==> config.mk <==
export PLATFORM = sky130hd
export DESIGN_NAME = redirect_ctrl
export DESIGN_NICKNAME = d
export VERILOG_FILES = /design/src/rtl/redirect_ctrl_pkg.sv /design/src/rtl/redirect_perf.sv /design/src/rtl/redirect_ctrl.sv
export SDC_FILE = /design/constraint.sdc
export NUM_CORES = 1
export LEC_CHECK = 0
export CAP_MARGIN = 20
export CELL_PAD_IN_SITES_DETAIL_PLACEMENT = 0
export CELL_PAD_IN_SITES_GLOBAL_PLACEMENT = 2
export CORE_MARGIN = 5
export CORE_UTILIZATION = 30
export DETAILED_ROUTE_END_ITERATION = 8
export DONT_BUFFER_PORTS = 1
export PLACE_DENSITY = 0.71
export SETUP_SLACK_MARGIN = 0.5
export SLEW_MARGIN = 20
export SYNTH_ARGS = -nofsm -noshare
export SYNTH_HDL_FRONTEND = slang
export SYNTH_SLANG_ARGS = --single-unit
==> constraint.sdc <==
create_clock -name clk -period 4.25 [get_ports clk]
set_clock_uncertainty 0.1 [all_clocks]
set_input_delay 0.85 -clock clk [delete_from_list [all_inputs] [get_ports clk]]
set_output_delay 0.85 -clock clk [all_outputs]
set_load 0.02 [all_outputs]
==> src/rtl/redirect_ctrl_pkg.sv <==
// Shared defines for the front-end redirect path: BPU op codes, redirect FSM
// state encodings and the reset defaults used by redirect_ctrl.
package redirect_ctrl_pkg;

  // Branch-unit operation codes decoded by the IDU.
  typedef enum logic [3:0] {
    BPU_OP_NONE = 4'd0,
    BPU_OP_BEQ  = 4'd1,
    BPU_OP_BNE  = 4'd2,
    BPU_OP_BLT  = 4'd3,
    BPU_OP_BGE  = 4'd4,
    BPU_OP_BLTU = 4'd5,
    BPU_OP_BGEU = 4'd6,
    BPU_OP_JAL  = 4'd7,
    BPU_OP_JALR = 4'd8
  } bpu_op_e;

  typedef enum logic [1:0] {
    ST_IDLE     = 2'd0,
    ST_REDIRECT = 2'd1,
    ST_BUBBLE   = 2'd2
  } rd_state_e;

  localparam logic [31:0] RESET_PC_DEF      = 32'h8000_0000;
  localparam int unsigned BUBBLE_CYCLES_DEF = 2;

  function automatic logic is_aligned4(input logic [31:0] addr);
    return (addr[1:0] == 2'b00);
  endfunction

endpackage

==> src/rtl/redirect_perf.sv <==
// Accepted-branch and taken-redirect performance counters for redirect_ctrl.
// Only present in builds with REDIRECT_PERF_EN defined.
`ifdef REDIRECT_PERF_EN
module redirect_perf (
  input  logic        clk,
  input  logic        rst,
  input  logic        br_accept_i,
  input  logic        taken_i,
  output logic [31:0] branch_cnt_o,
  output logic [31:0] taken_cnt_o
);

  logic [31:0] branch_cnt_q, branch_cnt_d;
  logic [31:0] taken_cnt_q, taken_cnt_d;

  // Next-count logic; both counters wrap naturally at 2^32.
  always_comb begin
    branch_cnt_d = branch_cnt_q;
    taken_cnt_d  = taken_cnt_q;
    if (br_accept_i) begin
      branch_cnt_d = branch_cnt_q + 32'd1;
    end else begin
      branch_cnt_d = branch_cnt_q;
    end
    if (taken_i) begin
      taken_cnt_d = taken_cnt_q + 32'd1;
    end else begin
      taken_cnt_d = taken_cnt_q;
    end
  end

  // Counter registers.
  always_ff @(posedge clk) begin
    if (rst) begin
      branch_cnt_q <= 32'd0;
      taken_cnt_q  <= 32'd0;
    end else begin
      branch_cnt_q <= branch_cnt_d;
      taken_cnt_q  <= taken_cnt_d;
    end
  end

  assign branch_cnt_o = branch_cnt_q;
  assign taken_cnt_o  = taken_cnt_q;

endmodule
`endif

==> src/rtl/redirect_ctrl.sv <==
// Fetch redirect controller: turns resolved taken branches into an IFU redirect
// followed by a wrong-path squash window. Define REDIRECT_PERF_EN for counters.
module redirect_ctrl
  import redirect_ctrl_pkg::*;
#(
  parameter int unsigned BUBBLE_CYCLES = BUBBLE_CYCLES_DEF,
  parameter logic [31:0] RESET_PC      = RESET_PC_DEF
) (
  input  logic        clk,
  input  logic        rst,
  input  logic        br_valid_i,
  output logic        br_ready_o,
  input  logic        branch_en_i,
  input  logic [31:0] pc_i,
  input  logic [31:0] dnpc_i,
  output logic        redirect_valid_o,
  input  logic        redirect_ready_i,
  output logic [31:0] redirect_pc_o,
  output logic        flush_o,
  output logic        misalign_o,
  output logic [31:0] branch_cnt_o,
  output logic [31:0] taken_cnt_o
);

  localparam logic [2:0] BUBBLE_LOAD = 3'(BUBBLE_CYCLES - 1);

  rd_state_e   state_q, state_d;
  logic [2:0]  cnt_q, cnt_d;
  logic [31:0] redirect_pc_q, redirect_pc_d;
  logic        misalign_q, misalign_d;
  logic        redirect_valid_q, redirect_valid_d;
  logic        flush_q, flush_d;

  logic [31:0] seq_pc;
  logic        br_accept;
  logic        br_misalign;
  logic        br_redirect;

  // Ready is gated by rst so nothing is accepted while reset is held.
  assign seq_pc      = pc_i + 32'd4;
  assign br_ready_o  = (state_q == ST_IDLE) && !rst;
  assign br_accept   = br_valid_i && br_ready_o;
  assign br_misalign = br_accept && branch_en_i && !is_aligned4(dnpc_i);
  assign br_redirect = br_accept && branch_en_i && is_aligned4(dnpc_i) &&
                       (dnpc_i != seq_pc);

  // Next-state and registered-output logic of the redirect FSM.
  always_comb begin
    state_d          = state_q;
    cnt_d            = cnt_q;
    redirect_pc_d    = redirect_pc_q;
    misalign_d       = 1'b0;
    case (state_q)
      ST_IDLE: begin
        if (br_redirect) begin
          state_d       = ST_REDIRECT;
          redirect_pc_d = dnpc_i;
        end else if (br_misalign) begin
          misalign_d = 1'b1;
        end else begin
          state_d = ST_IDLE;
        end
      end
      ST_REDIRECT: begin
        if (redirect_ready_i) begin
          state_d = ST_BUBBLE;
          cnt_d   = BUBBLE_LOAD;
        end else begin
          state_d = ST_REDIRECT;
        end
      end
      ST_BUBBLE: begin
        if (cnt_q == 3'd0) begin
          state_d = ST_IDLE;
        end else begin
          cnt_d = cnt_q - 3'd1;
        end
      end
      default: begin
        state_d = ST_IDLE;
        cnt_d   = 3'd0;
      end
    endcase
    redirect_valid_d = (state_d == ST_REDIRECT);
    flush_d          = (state_d != ST_IDLE);
  end

  // State and output registers; reset overrides any in-flight redirect.
  always_ff @(posedge clk) begin
    if (rst) begin
      state_q          <= ST_IDLE;
      cnt_q            <= 3'd0;
      redirect_pc_q    <= RESET_PC;
      misalign_q       <= 1'b0;
      redirect_valid_q <= 1'b0;
      flush_q          <= 1'b0;
    end else begin
      state_q          <= state_d;
      cnt_q            <= cnt_d;
      redirect_pc_q    <= redirect_pc_d;
      misalign_q       <= misalign_d;
      redirect_valid_q <= redirect_valid_d;
      flush_q          <= flush_d;
    end
  end

  assign redirect_valid_o = redirect_valid_q;
  assign redirect_pc_o    = redirect_pc_q;
  assign flush_o          = flush_q;
  assign misalign_o       = misalign_q;

`ifdef REDIRECT_PERF_EN
  redirect_perf u_perf (
    .clk          (clk),
    .rst          (rst),
    .br_accept_i  (br_accept),
    .taken_i      (br_redirect),
    .branch_cnt_o (branch_cnt_o),
    .taken_cnt_o  (taken_cnt_o)
  );
`else
  assign branch_cnt_o = 32'd0;
  assign taken_cnt_o  = 32'd0;
`endif

endmodule
==> metrics, run 1 <==
latest clock arrival within the worst-skew pair=0.28 ns; total gr overflow=0; PostCTS Resize Cnt=0; fill count=1216; CTS max path bufs=2; setup violators final=0; Mapped Area=3450 um2; Synthesis Warnings=0; flop2flop setup slack=1.86 ns; slew margin rel.=58.0%; maximum vdd drop=0.148 mV; dpl cells=519; drc violations=0; footprint of the multi-input gates=2250 um2; post-layout instance count excluding filler cells=527; initial drt markers=72; Tot GR Track Use=12.3%; crit path max fanout=18; post-synthesis sequential area ratio=23.2%; largest net degree at the start of global routing=42; Synth Flop Type=dfxtp_1; detailed-placement wirelength estimate=7370 um; I/O Buffers=0; commonest cells after routing, fill and taps aside=conb_1, dfxtp_1, nor2b_1; Worst Hold Class=reg -> reg; TritonCTS Buffers=5; RSZ-0062 raised after global routing=false; crit path time final=3.50 ns; ant diodes=0; Area growth, synth to finish=0.834%; Worst Reg-to-Reg Cells=9; commonest non-fill, non-tap cell in the layout=conb_1; Pleak=1.48 nW; Hold-fix buffers, CTS=0; Max Cap Violations=0; Design Power=1.01 mW; Final nets=459; RR Startpoint=state_q[0]$_SDFF_PP0_; pwr dens=289 nW/um2; CTS tree=done; Starting Density=30.4%; Worst setup startpoint=pc_i[2]; fin util=30.6%; CP Capture Type=flip-flop; run status=finished clean; area taken by flip-flops and latches=801 um2; initial antenna violation count=0; Ports=169; endpoints failing hold=0; die height=117 um; worst setup path endpoint=redirect_pc_o[26]$_SDFFE_PP0P_; Synth Instances=387; total die area=13700 um2; register bit total from synthesis=40; DR WL/cell=17.1 um; H-tree lvl count=2; crit-path cells=ha_1 -> and4_1 -> nand2_1 -> or4_1 -> or3_1 -> a2111oi_2 -> a31o_2 -> buf_4 -> mux2_2; vias in the first global route=2426; Slew @ Worst Pin=0.625 ns; maximum clock frequency=285 MHz; r2r endpoint=flush_o$_SDFF_PP0_; core area=11400 um2; number of flops mapped to enable cells by yosys=0; layout cells sized above 1=11.5%; critical path launch point type=input port; clock transition at the registers of the reported paths=0.06 ns; Chip Width=117 um; Root Driver=clkbuf_16; Synth cell types=61; Post-synth ARST share=0%; setup tns final=0 ns; crit path DAT=3.58 ns; syn avg cell area=8.92 um2; GP Congestion=0.788; clk sink count=40; setup bufs post-CTS=0; Worst Path Required=4.32 ns; num rows=39; Avg Vias per Cell=4.78; fin crit share=82.5%; Worst path max stage delay=0.54 ns; antenna-violating nets left=0; drt pass-1 iters=4; CP Class=in -> reg; final-report max-slew violation count=0; final wirelength=9020 um; vias=2517; Crit-path slowest cell=or4_1; first-pass GRT wire length=12900 um
[power breakdown]
part / total, mW / switching, mW / internal [mW]
clock: 0.455 / 0.161 / 0.294
sequential: 0.395 / 0.0128 / 0.382
combinational: 0.156 / 0.100 / 0.0562
[routing by layer]
layer  routed length (um)  up-vias  share of wire, %  GRT usage [%]
met5                    0        -                 0              0
met4                  155        0               1.7           4.13
met3                  987       12                11           4.52
met2                 4250      110                47           20.0
met1                 3630     1167                40           14.9
li1                     -     1228                 -              -
[state kept, by name (all words and copies together), names as in the netlist]
signal,count
cnt_q,3
redirect_pc_o,32
flush_o,1
redirect_valid_o,1
misalign_o,1
state_q,2
[worst max-delay path: cells and delay by family]
family	cells	cell delay [ns]
fa+ha+maj	1	0.22
compound gates	2	0.59
simple gates	4	1.25
buf+inv	1	0.29
mux	1	0.37
[cells in the mapped netlist, types with 5 or more instances]
| master | number | area (um2) |
|---|---|---|
| buf_4 | 66 | 495 |
| dfxtp_1 | 40 | 801 |
| nor2b_1 | 32 | 200 |
| mux2_4 | 20 | 300 |
| xnor2_1 | 19 | 166 |
| xor2_1 | 19 | 166 |
| nand4_1 | 17 | 106 |
| nand3_1 | 14 | 70.1 |
| nand2_1 | 11 | 41.3 |
| nor2_1 | 10 | 37.5 |
| inv_1 | 9 | 33.8 |
| nand2b_1 | 9 | 56.3 |
| a21oi_1 | 8 | 40.0 |
| and3_1 | 7 | 43.8 |
| ha_1 | 7 | 87.6 |
| mux2i_1 | 7 | 70.1 |
| mux2_2 | 6 | 67.6 |
| o21ai_0 | 6 | 30.0 |
| buf_2 | 5 | 25.0 |
| nor4_1 | 5 | 31.3 |
| or3_1 | 5 | 31.3 |
[cell families after synthesis]
family	Yosys count	synth area share [%]
DFF	40	23.2
and+or+nand+nor	135	23.5
adders and majority gates	7	2.54
AOI/OAI and AO/OA	43	9.21
xor gates and xnor gates	38	9.64
buffers and inverters	88	18.4
other	1	0.109
muxes	35	13.3
[area by class of cell]
cell class,instances,area share (%)
multi-input combinational,322,64.7
sequential,40,23.0
tap,143,5.14
clock buffer,6,3.99
clock inverter,2,1.11
timing repair buffer,5,1.08
inverter,9,0.971
[metrics by stage]
stage	instance area, um2	hold WS [ns]	worst slack [ns]
final	3480	0.364	0.745
after global routing	3480	0.382	0.595
after CTS	3480	0.368	0.711
after detailed placement	3300	0.357	0.405
after global placement	3300	0.355	0.495
after floorplan	3690	0.350	0.711
[how the worst min path moves through the flow]
| stage | slack [ns] | end | from | cells past startpoint |
|---|---|---|---|---|
| finish | 0.36 | cnt_q[0]$_SDFFE_PP0P_ | cnt_q[0]$_SDFFE_PP0P_ | 2 |
| global placement | 0.35 | cnt_q[0]$_SDFFE_PP0P_ | cnt_q[0]$_SDFFE_PP0P_ | 2 |
| global route | 0.38 | cnt_q[0]$_SDFFE_PP0P_ | cnt_q[0]$_SDFFE_PP0P_ | 2 |
| CTS | 0.37 | cnt_q[0]$_SDFFE_PP0P_ | cnt_q[0]$_SDFFE_PP0P_ | 2 |
| detailed placement | 0.36 | cnt_q[0]$_SDFFE_PP0P_ | cnt_q[0]$_SDFFE_PP0P_ | 2 |
| floorplan | 0.35 | cnt_q[0]$_SDFFE_PP0P_ | cnt_q[0]$_SDFFE_PP0P_ | 2 |
(Power assumes the default switching activity.)
==> run 2, diff against run 1 <==
Settings changed: PLACE_DENSITY 0.71 to 0.74.
Clock period 4.25 ns to 3.2 ns, I/O delays scaled along.
==> metrics, run 2 (synthesized netlist as in run 1, its figures left out) <==
run status=finished clean; Reg power frac=39.1% (about the same); detailed-placement wirelength estimate=7420 um (+0.75%); total gr overflow=0 (unchanged); internal power component=962 uW (+31%); crit path max fanout=14 (-4); clk sink count=40 (unchanged); Clock Power Share=44.2% (-1.1 points); Slew @ Worst Pin=0.615 ns (-0.0101 ns); final wirelength=9300 um (+3.1%); hold path depth=1 (-1); initial antenna violation count=0 (unchanged); Ports=169 (unchanged); maximum clock frequency=347 MHz; fill count=1202 (-1.2%); CP Capture Type=flip-flop; pwr dens=362 nW/um2 (+25%); antenna-violating nets left=0 (unchanged); num rows=39 (unchanged); crit path DAT=2.96 ns (-0.62 ns); CP Class=in -> reg; latest clock arrival within the worst-skew pair=0.29 ns (about the same); setup violators final=0 (unchanged); logic gate share of total power=16.7% (+1.2 points); Starting Density=30.4% (unchanged); RSZ-0062 raised after global routing=true; Worst setup startpoint=pc_i[2]; Pleak=1.59 nW (+7.4%); clock transition at the registers of the reported paths=0.07 ns (about the same); critical path launch point type=input port; die height=117 um (unchanged); RR Startpoint=state_q[0]$_SDFF_PP0_; Max Cap Violations=0 (unchanged); Worst Reg-to-Reg Cells=8 (-1); vias in the first global route=2476 (+2.1%); GP Congestion=0.809 (+2.6%); setup ws final=0.321 ns (-0.424 ns); commonest non-fill, non-tap cell in the layout=conb_1; core area=11400 um2 (unchanged); CTS tree=done; Hold Startpoint=rst; Post-Place Setup Slack=-0.0508 ns (-0.456 ns); final-report max-slew violation count=0 (unchanged); layout cells sized above 1=16.5% (+5.1 points); crit path time final=2.88 ns; total die area=13700 um2 (unchanged); H-tree lvl count=2 (unchanged); Root Driver=clkbuf_16; drc violations=0 (unchanged); Chip Width=117 um (unchanged); DR WL/cell=17.4 um (+1.4%); largest net degree at the start of global routing=42 (unchanged); slew margin rel.=58.5% (+0.49 points); Area growth, synth to finish=7.36%; Net Sw Power=381 uW (+39%); dpl cells=523 (+0.77%); CTS max path bufs=2 (unchanged); number of flip-flops in the largest register=32 (unchanged); Sw Ratio=28.3% (+1.1 points); initial drt markers=126 (+75%); Tot GR Track Use=12.6% (+0.30 points); setup tns final=0 ns (unchanged); Worst Path Required=3.28 ns (-1.04 ns); post-layout instance count excluding filler cells=536 (+1.7%); I/O Buffers=0 (unchanged); Design Power=1.34 mW (+33%); commonest cells after routing, fill and taps aside=conb_1, dfxtp_1, nor2b_1; first-pass GRT wire length=13400 um (+3.9%); TritonCTS Buffers=5 (unchanged); endpoints failing hold=0 (unchanged); fin crit share=90.0%; Final nets=468 (+2.0%); Worst Hold Class=in -> reg; maximum vdd drop=0.301 mV (+100%); Avg Vias per Cell=4.78 (about the same); fin util=32.6% (+2.0 points); vias=2560 (+1.7%); drt pass-1 iters=4 (unchanged); ant diodes=0 (unchanged)
## run 2: changes by cell type in the layout (fill, tap and decap cells not counted), moves of 2 or more
cell    change
mux2_4      +7
buf_4       +4
mux2_1      -2
nor4_2      +2
buf_12      +2
nor4_1      -2
mux2_2      -5
## run 2: worst paths after layout
path	to	slack [ns]
max	redirect_pc_o[11]$_SDFFE_PP0P_	0.32
min	cnt_q[0]$_SDFFE_PP0P_	0.32
max reg2reg	redirect_pc_o[11]$_SDFFE_PP0P_	0.86
min reg2reg	cnt_q[0]$_SDFFE_PP0P_	0.37
## run 2: metal layers
metal  wire length, um  part of all wire [%]  up-vias  track usage, %
met4               118                   1.3        0            3.36
met1              3780                    41     1189            15.5
met2              4300                    46      121            20.7
met5                 0                     0        -               0
met3              1100                    12        7            4.63
li1                  -                     -     1243               -
## run 2: metrics by stage
stage	area (um2)	hold WS [ns]
5_1_grt	3700	0.302
3_5_place_dp	3390	0.360
4_1_cts	3600	0.307
6_report	3700	0.322
2_1_floorplan	3760	0.350
3_3_place_gp	3390	0.354
## run 2: power groups by stage
stage               combinational [mW]  sequential [mW]  clock [mW]
floorplan                        0.269            0.534           0
global route                     0.245            0.525       0.639
CTS                              0.217            0.525       0.615
detailed placement               0.213            0.536           0
global placement                 0.213            0.536           0
finish                           0.224            0.524       0.594
## run 2: final cells by class
cell class	count	area, um2	area share (%)
clock buffer	5	125	3.38
clock inverter	3	46.3	1.25
inverter	9	33.8	0.912
multi-input combinational	322	2360	63.7
sequential	40	801	21.6
tap	143	179	4.83
timing repair buffer	14	159	4.29
## run 2: critical path: stages
cell and delay (ns):
ha_4 0.13, nand4_1 0.13, or3_1 0.38, or3_1 0.31, a21oi_1 0.15, nand4b_1 0.15
a2111oi_4 0.31, a31o_4 0.26, buf_12 0.18, mux2_4 0.31
## run 2: what timing repair did
action                                  CTS  global route
pin swaps                                 3             6
hold buffers                              0             0
cloned                                    0             1
gates resized for setup                   6            13
buffers inserted                          2             2
endpoints found under the setup margin   35            35
